[src/rtl/mem_access_ctrl_pkg.sv]
// Shared definitions for the memory access controller.
//   - Access size encodings (SZ_*) as carried on the Size port
//   - Controller state encoding
//   - Default attached-memory capacity
//   - size_bytes(): number of bytes touched by an access of a given size
package mem_access_ctrl_pkg;

  localparam int unsigned MEM_BYTES_DEF = 1024;

  localparam logic [1:0] SZ_BYTE = 2'b00;
  localparam logic [1:0] SZ_HALF = 2'b01;
  localparam logic [1:0] SZ_WORD = 2'b10;
  localparam logic [1:0] SZ_RSVD = 2'b11;

  typedef enum logic [1:0] {
    ST_IDLE  = 2'd0,
    ST_READ  = 2'd1,
    ST_WRITE = 2'd2,
    ST_DONE  = 2'd3
  } state_e;

  // The reserved size reports 4 so the range check stays well formed;
  // the reserved encoding is rejected separately anyway.
  function automatic logic [2:0] size_bytes(input logic [1:0] sz);
    case (sz)
      SZ_BYTE: size_bytes = 3'd1;
      SZ_HALF: size_bytes = 3'd2;
      default: size_bytes = 3'd4;
    endcase
  endfunction

endpackage

[src/rtl/mem_align.sv]
// Combinational data alignment for the memory access controller.
//   i_size   : access size (SZ_BYTE/SZ_HALF/SZ_WORD)
//   i_signed : 1 = sign-extend loads, 0 = zero-extend
//   i_rdata  : little-endian word read from memory at the access address
//   i_wdata  : right-justified store data
//   o_ldata  : load result extended to 32 bits
//   o_mdata  : store word; sub-word stores keep the upper read bytes intact
module mem_align
  import mem_access_ctrl_pkg::*;
(
  input  logic [1:0]  i_size,
  input  logic        i_signed,
  input  logic [31:0] i_rdata,
  input  logic [31:0] i_wdata,
  output logic [31:0] o_ldata,
  output logic [31:0] o_mdata
);

  always_comb begin
    o_ldata = i_rdata;
    o_mdata = i_wdata;
    case (i_size)
      SZ_BYTE: begin
        o_ldata = {{24{i_signed & i_rdata[7]}}, i_rdata[7:0]};
        o_mdata = {i_rdata[31:8], i_wdata[7:0]};
      end
      SZ_HALF: begin
        o_ldata = {{16{i_signed & i_rdata[15]}}, i_rdata[15:0]};
        o_mdata = {i_rdata[31:16], i_wdata[15:0]};
      end
      default: begin
        o_ldata = i_rdata;
        o_mdata = i_wdata;
      end
    endcase
  end

endmodule

[src/rtl/mem_access_ctrl.sv]
// Single-outstanding load/store controller in front of a byte-addressed,
// little-endian memory with combinational read and posedge write.
//   CLK/RST                : clock, async active-high reset
//   Req/Wr/Size/Signed     : request strobe and attributes (sampled in IDLE)
//   Addr/WData             : byte address, right-justified store data
//   Busy/Done/Fault        : in-flight flag, completion pulse, reject flag
//   RData                  : last successful load result
//   MemRW/MemAddr/MemWData : registered memory write enable / address / data
//   MemRData               : memory read data (four bytes from MemAddr)
// Sub-word stores are read-modify-write because memory writes whole words.
module mem_access_ctrl
  import mem_access_ctrl_pkg::*;
#(
  parameter int unsigned MEM_BYTES = MEM_BYTES_DEF
)(
  input  logic        CLK,
  input  logic        RST,
  input  logic        Req,
  input  logic        Wr,
  input  logic [1:0]  Size,
  input  logic        Signed,
  input  logic [31:0] Addr,
  input  logic [31:0] WData,
  output logic        Busy,
  output logic        Done,
  output logic        Fault,
  output logic [31:0] RData,
  output logic        MemRW,
  output logic [31:0] MemAddr,
  output logic [31:0] MemWData,
  input  logic [31:0] MemRData
);

  state_e      r_state;
  logic        r_wr;
  logic [1:0]  r_size;
  logic        r_signed;
  logic [31:0] r_addr;
  logic [31:0] r_wdata;
  logic [31:0] r_rdata;
  logic [31:0] r_memwdata;
  logic        r_fault;

  logic [32:0] w_last;
  logic        w_fault;
  logic [31:0] w_ldata;
  logic [31:0] w_mdata;

  // Last byte touched, computed 33 bits wide so addresses near 2^32
  // cannot wrap around into the legal range.
  always_comb begin
    w_last  = {1'b0, Addr} + {30'd0, size_bytes(Size)} - 33'd1;
    w_fault = (Size == SZ_RSVD)
            | ((Size == SZ_HALF) & Addr[0])
            | ((Size == SZ_WORD) & (|Addr[1:0]))
            | (w_last > (33'(MEM_BYTES) - 33'd1));
  end

  mem_align u_align (
    .i_size   (r_size),
    .i_signed (r_signed),
    .i_rdata  (MemRData),
    .i_wdata  (r_wdata),
    .o_ldata  (w_ldata),
    .o_mdata  (w_mdata)
  );

  always_ff @(posedge CLK or posedge RST) begin
    if (RST) begin
      r_state    <= ST_IDLE;
      r_wr       <= 1'b0;
      r_size     <= 2'b00;
      r_signed   <= 1'b0;
      r_addr     <= 32'd0;
      r_wdata    <= 32'd0;
      r_rdata    <= 32'd0;
      r_memwdata <= 32'd0;
      r_fault    <= 1'b0;
    end else begin
      case (r_state)
        ST_IDLE: begin
          if (Req) begin
            r_wr     <= Wr;
            r_size   <= Size;
            r_signed <= Signed;
            r_addr   <= Addr;
            r_wdata  <= WData;
            r_fault  <= w_fault;
            if (w_fault) begin
              r_state <= ST_DONE;
            end else if (Wr && (Size == SZ_WORD)) begin
              r_memwdata <= WData;
              r_state    <= ST_WRITE;
            end else begin
              // loads and sub-word stores both need the current word first
              r_state <= ST_READ;
            end
          end
        end
        ST_READ: begin
          if (r_wr) begin
            r_memwdata <= w_mdata;
            r_state    <= ST_WRITE;
          end else begin
            r_rdata <= w_ldata;
            r_state <= ST_DONE;
          end
        end
        ST_WRITE: r_state <= ST_DONE;
        default:  r_state <= ST_IDLE;
      endcase
    end
  end

  // All memory-side outputs come straight from registers; reset clears
  // r_state asynchronously so MemRW drops the moment RST rises.
  assign Busy     = (r_state != ST_IDLE);
  assign Done     = (r_state == ST_DONE);
  assign Fault    = (r_state == ST_DONE) & r_fault;
  assign MemRW    = (r_state == ST_WRITE);
  assign MemAddr  = r_addr;
  assign MemWData = r_memwdata;
  assign RData    = r_rdata;

endmodule

[config.mk]
export PLATFORM = sky130hd
export DESIGN_NAME = mem_access_ctrl
export DESIGN_NICKNAME = d
export VERILOG_FILES = /design/src/rtl/mem_access_ctrl_pkg.sv /design/src/rtl/mem_align.sv /design/src/rtl/mem_access_ctrl.sv
export SDC_FILE = /design/constraint.sdc
export NUM_CORES = 1
export LEC_CHECK = 0
export CORE_UTILIZATION = 45
export CTS_BUF_LIST = sky130_fd_sc_hd__clkbuf_8
export DETAILED_ROUTE_END_ITERATION = 7
export HOLD_SLACK_MARGIN = 0.02
export PLACE_DENSITY_LB_ADDON = 0.05
export SLEW_MARGIN = 25
export SYNTH_ARGS = -nofsm -noshare
export SYNTH_HDL_FRONTEND = slang
export SYNTH_HIERARCHICAL = 1
export SYNTH_SLANG_ARGS = --single-unit
[constraint.sdc]
create_clock -name CLK -period 4.63 [get_ports CLK]
set_input_delay 0.6945 -clock CLK [delete_from_list [all_inputs] [get_ports CLK]]
set_output_delay 0.6945 -clock CLK [all_outputs]
set_load 0.01 [all_outputs]
==> results of run 1 <==
-- path summary, 6_finish.rpt --
kind,to,cells after the start,slack (ns)
setup / recovery,MemWData[14],20,0.09
hold / removal,MemAddr[31],2,0.49
setup reg to reg,MemWData[14],9,2.28
hold reg to reg,MemAddr[31],2,0.49
max in group asynchronous,MemWData[9],3,2.93
min in group asynchronous,r_wdata[22],2,0.78
-- worst max-delay path: stages --
cell and delay (ns):
sky130_fd_sc_hd__clkdlybuf4s50_1 0.50, sky130_fd_sc_hd__inv_2 0.06, sky130_fd_sc_hd__buf_4 0.14, sky130_fd_sc_hd__ha_1 0.27, sky130_fd_sc_hd__inv_1 0.06, sky130_fd_sc_hd__buf_4 0.13, sky130_fd_sc_hd__ha_1 0.29, sky130_fd_sc_hd__a211oi_2 0.23
sky130_fd_sc_hd__o211ai_1 0.14, sky130_fd_sc_hd__a21oi_2 0.19, sky130_fd_sc_hd__buf_4 0.16, sky130_fd_sc_hd__xnor2_1 0.06, sky130_fd_sc_hd__a2111oi_1 0.40, sky130_fd_sc_hd__o2111ai_1 0.29, sky130_fd_sc_hd__a2111oi_4 0.29, sky130_fd_sc_hd__nand4_2 0.18
sky130_fd_sc_hd__a21oi_4 0.18, sky130_fd_sc_hd__buf_12 0.15, sky130_fd_sc_hd__clkbuf_16 0.16, sky130_fd_sc_hd__mux2_4 0.30
-- final cells by class --
class                      instances  area, sq um
sequential                       135         3380
tap                              229          287
multi-input combinational        553         4530
timing repair buffer             252         2490
clock buffer                      18          248
inverter                          50          195
clock inverter                    14          163
fill                            1510         6730
-- what timing repair did --
action                     4_1_cts  5_1_grt
pin swaps                        0       10
cloned                           0        3
setup endpoints to repair       22       33
setup buffers                    0        3
resized for setup                3       14
-- power by group through the flow --
stage	Clock, W	Combinational [W]	Sequential [W]
floorplan	0	0.00182	0.00222
finish	0.00103	0.00335	0.00209
detailed placement	0	0.00325	0.00210
global placement	0	0.00317	0.00207
global route	0.00111	0.00359	0.00216
CTS	0.00106	0.00326	0.00209
-- layer usage --
layer  global-route usage  wire [um]  vias to the layer above
met5                    0          0                        -
met3               0.0475        879                       34
li1                     -          -                     3260
met4               0.0827        450                        0
met1                0.308      10100                     3229
met2                0.403      11200                      185
-- cell families after synthesis --
| kind of cell | share of synthesized area |
|---|---|
| AOI/OAI and AO/OA | 0.147 |
| and+or+nand+nor | 0.0915 |
| muxes | 0.226 |
| DFF | 0.406 |
| buffers and inverters | 0.0610 |
| adders and majority gates | 0.0595 |
| xor gates and xnor gates | 0.00947 |
-- layout by cell type, fill, tap and decap left out, types with 23 or more instances in the layout --
master	n
sky130_fd_sc_hd__clkdlybuf4s50_1	202
sky130_fd_sc_hd__inv_1	48
sky130_fd_sc_hd__mux2_2	124
sky130_fd_sc_hd__a21oi_1	30
sky130_fd_sc_hd__buf_4	43
sky130_fd_sc_hd__ha_1	36
sky130_fd_sc_hd__mux2_4	31
sky130_fd_sc_hd__nor2_1	23
sky130_fd_sc_hd__nand2_1	78
sky130_fd_sc_hd__dfrtp_1	135
sky130_fd_sc_hd__o21ai_0	69
-- cells in the mapped netlist (all sizes together), types with 12 or more instances --
cell type / instances
a21o: 20
mux2: 155
clkbuf: 18
nand2: 79
o21ai: 73
dfrtp: 135
a211oi: 12
inv: 50
buf: 32
nor2: 25
a21oi: 35
ha: 38
-- state kept, by name, summed over array words and instances (netlist names) --
signal,flops
r_wdata,32
r_wr,1
RData,32
r_size,2
r_state,2
r_signed,1
r_fault,1
MemWData,32
MemAddr,32
-- per-stage QoR --
stage	std cells	util
floorplan	788	-
global placement	1212	0.592
detailed placement	1212	0.592
CTS	1244	0.616
global route	1251	0.626
finish	1251	0.626
==> insert_results.sql, run 1 <==
INSERT INTO impl_metrics (metric_group, metric, value, unit) VALUES
('timing', 'report.final.slew_viol_count', '0', ''),
('cts', 'clk_latency', '0.45', 'ns'),
('hold_path', 'min-delay-start', 'MemAddr[31]', ''),
('pwr', 'register_share_of_total_power', '0.323', ''),
('timing', 'hold_ws', '0.485', 'ns'),
('critical_path', 'crit_start', 'Size[1]', ''),
('synthesis', 'synth-seq-cells', '135', ''),
('critical_path', 'worst_setup_path_end_kind', 'register', ''),
('critical_path', 'timing.critical_path.from_type', 'input pin', ''),
('placed_design', 'port-buffer-count', '202', ''),
('placed_design', 'place_worst_setup_slack', '-0.513', 'ns'),
('cts', 'cts.root.buffer_cell', 'sky130_fd_sc_hd__clkbuf_8', ''),
('critical_path', 'cp_data_required_time', '4.96', 'ns'),
('global_route', 'overflow', '0', ''),
('synthesis', 'synth_largest_type_area_fraction', '0.406', ''),
('layout', 'antennaDiodeCount', '0', ''),
('route', 'post-route-drc-count', '0', ''),
('floorplan', 'fp.dieArea', '19000', 'sq um'),
('cts', 'numClockSinks', '135', ''),
('route', 'drtIter0Drc', '268', ''),
('synthesis', 'yosysWarnings', '6', ''),
('outcome', 'status', 'complete, no violations', ''),
('critical_path', 'path_class', 'in -> reg', ''),
('route', 'detail_route.vias_per_cell', '5.36', ''),
('synthesis', 'count_of_cell_types_in_the_netlist', '65', ''),
('timing', 'slew_headroom', '0.508', ''),
('timing', 'fin_tns_setup', '0', 'ns'),
('placed_design', 'routabilityCongestion', '0.885', ''),
('layout', 'final_layout_size_suffix_gt1_frac', '0.264', ''),
('floorplan', 'floorplan.initialDensity', '0.462', ''),
('pwr', 'ir_drop', '0.000338', 'V'),
('synthesis', 'synth_top_cell_by_area', 'sky130_fd_sc_hd__dfrtp_1', ''),
('global_route', 'global_route_wire_length_before_repair', '36.5', 'mm'),
('cts', 'numCtsBuffers', '17', ''),
('pwr', 'share_clk_of_total_power', '0.159', ''),
('timing', 'layout_worst_path_cycle_share', '0.981', ''),
('pwr', 'comb_power_share', '0.518', ''),
('layout', 'layout.cell_area.non_filler', '11300', 'sq um'),
('layout', 'fin_nets', '1151', ''),
('route', 'detailedRoute.firstPassIterationCount', '6', ''),
('cts', 'htree_num_levels', '4', ''),
('floorplan', 'core.rowCount', '49', ''),
('floorplan', 'die_width', '138', 'um'),
('cts', 'cts.hold.buffers_added', '0', ''),
('route', 'totalWireLength', '22.6', 'mm'),
('synthesis', 'ys.flop_type', 'sky130_fd_sc_hd__dfrtp_1', ''),
('floorplan', 'core', '18000', 'sq um'),
('synthesis', 'netlist_area', '8320', 'sq um'),
('global_route', 'grt_antenna_before_repair', '0', ''),
('synthesis', 'avgSynthCellArea', '10.6', 'sq um'),
('hold_path', 'timing.hold.worst.class', 'reg -> reg', ''),
('synthesis', 'synthesis.nets', '930', ''),
('timing', 'achievable_frequency', '220', 'MHz'),
('global_route', 'grt_max_degree', '107', ''),
('synthesis', 'syn-instance-count', '788', ''),
('timing', 'worst_pin_slew', '0.724', 'ns'),
('pwr', 'internal_power', '0.00423', 'W'),
('timing', 'hold_violations', '0', ''),
('timing', 'finalClockSkew', '0.0114', 'ns'),
('floorplan', 'die_height', '138', 'um'),
('timing', 'timing.final.ws_setup', '0.0858', 'ns'),
('pwr', 'power.share.switching', '0.345', ''),
('cts', 'cts.reportedPaths.clkPinSlew', '0.08', 'ns'),
('critical_path', 'critical_path.max_fanout', '5', ''),
('global_route', 'number_of_global_route_vias_before_repair', '7006', ''),
('timing', 'period_needed', '4.54', 'ns'),
('pwr', 'leakagePower', '4.94', 'nW'),
('timing', 'setup_violations_final', '0', ''),
('placed_design', 'dpl.hpwl', '16.6', 'mm'),
('cts', 'tritoncts_clock_tree', 'yes', ''),
('synthesis', 'synth_seq_area_share', '0.406', '');
No activity file was read; power rests on OpenSTA's default activity.
==> inputs of run 2 (changes only) <==
- CORE_ASPECT_RATIO: default -> 1.75
==> run 2 against run 1 <==
Compared with the run above:
- fmax is 1.3% higher
- final area is 1.2% higher
- setup slack better by 0.056 ns
- critical path depth is 2 lower
- first-iteration DRC count is 4.9% higher
- critical path type unchanged
- critical endpoint is now MemWData[31]
- largest cell class unchanged
- highest routed layer unchanged
==> insert_results.sql, run 2 (synthesis gave the netlist of run 1 again) <==
INSERT INTO impl_metrics (metric_group, metric, value, unit) VALUES
('route', 'final_antenna_net_count', '0', ''),
('route', 'dr.max_layer_used', 'met4', ''),
('pwr', 'share_clk_of_total_power', '0.174', ''),
('flow_run', 'cap_violations', '0', ''),
('critical_path', 'critical_path_buf_inv_count', '5', ''),
('timing', 'slew_headroom', '0.338', ''),
('pwr', 'power_per_cell_area', '580', 'nW/um^2'),
('layout', 'layout_commonest_cell', 'sky130_fd_sc_hd__clkdlybuf4s50_1', ''),
('layout', 'layout.cells.most_common_list', 'sky130_fd_sc_hd__clkdlybuf4s50_1 (200), sky130_fd_sc_hd__dfrtp_1 (135), sky130_fd_sc_hd__mux2_2 (124)', ''),
('route', 'drt-met1-wl', '8.66', 'mm'),
('pwr', 'comb_power_share', '0.507', ''),
('floorplan', 'die_height', '182', 'um'),
('global_route', 'number_of_global_route_vias_before_repair', '7483', ''),
('layout', 'area.growth.synth_to_final', '37.2', '%'),
('critical_path', 'timing.critical_path.from_type', 'input pin', ''),
('critical_path', 'path_class', 'in -> reg', ''),
('route', 'drtIter0Drc', '281', ''),
('layout', 'antennaDiodeCount', '0', ''),
('pwr', 'register_share_of_total_power', '0.319', ''),
('pwr', 'ir_drop', '0.000235', 'V'),
('critical_path', 'worst_setup_path_end_kind', 'register', ''),
('route', 'detailroute.wirelength.met2', '14.0', 'mm'),
('floorplan', 'core.rowCount', '65', ''),
('placed_design', 'dpl.hpwl', '19.0', 'mm'),
('global_route', 'overflow', '0', ''),
('layout', 'final_core_utilization', '0.633', ''),
('cts', 'htree_num_levels', '4', ''),
('cts', 'cts.root.buffer_cell', 'sky130_fd_sc_hd__clkbuf_8', ''),
('route', 'post-route-drc-count', '0', ''),
('pwr', 'design_power_total', '0.00663', 'W'),
('critical_path', 'slowest_delay', '0.47', 'ns'),
('critical_path', 'cp_data_required_time', '4.96', 'ns'),
('timing', 'finalClockSkew', '0.0161', 'ns'),
('layout', 'fin_nets', '1163', ''),
('timing', 'hold_ws', '0.481', 'ns'),
('floorplan', 'floorplan.initialDensity', '0.461', ''),
('timing', 'worst_pin_slew', '0.990', 'ns'),
('route', 'count_of_vias_placed_by_the_detailed_router', '6884', ''),
('cts', 'numCtsBuffers', '17', ''),
('pwr', 'power_switching', '0.00223', 'W'),
('floorplan', 'fp.dieArea', '19100', 'sq um'),
('route', 'totalWireLength', '24.5', 'mm'),
('route', 'detail_route.vias_per_cell', '5.43', ''),
('cts', 'tritoncts_clock_tree', 'yes', ''),
('critical_path', 'critical_path_arrival', '4.82', 'ns'),
('timing', 'hold_violations', '0', ''),
('placed_design', 'port-buffer-count', '202', ''),
('pwr', 'power.share.switching', '0.336', ''),
('route', 'met3_length', '799', 'um'),
('outcome', 'status', 'complete, no violations', ''),
('cts', 'clk_latency', '0.45', 'ns'),
('critical_path', 'worst_path_max_delay_cell', 'sky130_fd_sc_hd__clkdlybuf4s50_1', ''),
('timing', 'layout_worst_path_cycle_share', '0.969', ''),
('cts', 'cts.reportedPaths.clkPinSlew', '0.07', 'ns'),
('route', 'post_drt_wl_per_cell', '19.3', 'um'),
('critical_path', 'crit_chain', 'clkdlybuf4s50_1 > inv_1 > ha_1 > inv_1 > ha_4 > fa_2 > a211oi_2 > o211ai_1 > a21oi_2 > a21oi_2 > o21a_1 > or3_4 > a2111oi_4 > nand4_2 > a21oi_4 > buf_6 > buf_12 > mux2_2', ''),
('hold_path', 'timing.hold.worst.class', 'reg -> reg', ''),
('timing', 'period_needed', '4.49', 'ns'),
('timing', 'setup_violations_final', '0', ''),
('cts', 'numClockSinks', '135', ''),
('pwr', 'leakagePower', '5.05', 'nW'),
('layout', 'final_layout_size_suffix_gt1_frac', '0.272', ''),
('timing', 'achievable_frequency', '223', 'MHz'),
('global_route', 'track_usage', '0.265', ''),
('floorplan', 'io-pin-count', '203', ''),
('route', 'detailedRoute.firstPassIterationCount', '4', ''),
('global_route', 'grt_max_degree', '80', ''),
('global_route', 'global_route_wire_length_before_repair', '38.8', 'mm'),
('floorplan', 'core', '18100', 'sq um'),
('critical_path', 'critical_path.max_fanout', '6', ''),
('cts', 'clockBufferDepth', '2', ''),
('placed_design', 'routabilityCongestion', '0.942', ''),
('pwr', 'internal_power', '0.00440', 'W'),
('timing', 'report.final.slew_viol_count', '0', ''),
('global_route', 'grt_antenna_before_repair', '0', ''),
('floorplan', 'die_width', '105', 'um'),
('critical_path', 'worst_path_dominant_cell_family', 'compound AO/OA/AOI/OAI gates', '');
## run 2: changes by cell type in the layout (fill, tap and decap cells not counted), sizes merged
cell	before	now
bufinv	2	5
dlymetal6s2s	0	1
clkbuf	20	21
clkinvlp	3	1
dlygate4sd2	0	1
inv	56	54
clkdlybuf4s50	202	200
bufbuf	0	1
buf	48	59
## run 2: worst min-delay path: stages (launching register included)
cell                      delay [ns]
sky130_fd_sc_hd__dfrtp_1        0.34
sky130_fd_sc_hd__nand2_1        0.04
sky130_fd_sc_hd__o21ai_0        0.06
## run 2: metrics by stage
stage	instances	setup TNS [ns]	cell area [sq um]	worst slack, ns
final	1268	0	11400	0.142
after global routing	1268	-0.0386	11400	-0.0185
after CTS	1266	0	11300	0.0193
after detailed placement	1231	-21.92	10800	-0.687
after global placement	1231	-17.83	10800	-0.565
after floorplan	788	0	8320	0.201
## run 2: power by group through the flow
stage                     logic [W]  registers, W  clock network (W)
after floorplan             0.00182       0.00222                  0
after global placement      0.00320       0.00210                  0
after detailed placement    0.00327       0.00214                  0
after CTS                   0.00333       0.00212            0.00118
after global routing        0.00362       0.00219            0.00122
final                       0.00336       0.00211            0.00115
## run 2: path summary, 6_finish.rpt
path | end | cells past startpoint | from | slack [ns]
setup reg to reg | MemWData[31] | 9 | r_state[0] | 2.23
hold reg to reg | MemAddr[6] | 2 | MemAddr[6] | 0.48
min in group asynchronous | r_wdata[11] | 2 | RST | 0.71
hold / removal | MemAddr[6] | 2 | MemAddr[6] | 0.48
max in group asynchronous | MemWData[22] | 3 | RST | 2.96
setup / recovery | MemWData[31] | 18 | Addr[1] | 0.14
## run 2: repair_timing
action / 4_1_cts / 5_1_grt
gates cloned: 1 / 2
pin swaps: 4 / 9
endpoints found under the setup margin: 32 / 32
hold buffers: 0 / 0
buffers inserted: 2 / 0
gates resized for setup: 7 / 15
## run 2: layout make-up
| type | instances | area [sq um] |
|---|---|---|
| clock buffers | 19 | 262 |
| clock inverters | 13 | 201 |
| fillers | 1550 | 6630 |
| inverters | 50 | 193 |
| multi-input cells | 553 | 4520 |
| flip-flops and latches | 135 | 3380 |
| well taps | 234 | 293 |
| repair buffers | 264 | 2580 |
## run 2: layer usage
| layer | global-route usage | vias to the layer above |
|---|---|---|
| li1 | - | 3289 |
| met1 | 0.266 | 3336 |
| met2 | 0.514 | 203 |
| met3 | 0.0384 | 56 |
| met4 | 0.143 | 0 |
| met5 | 0 | - |
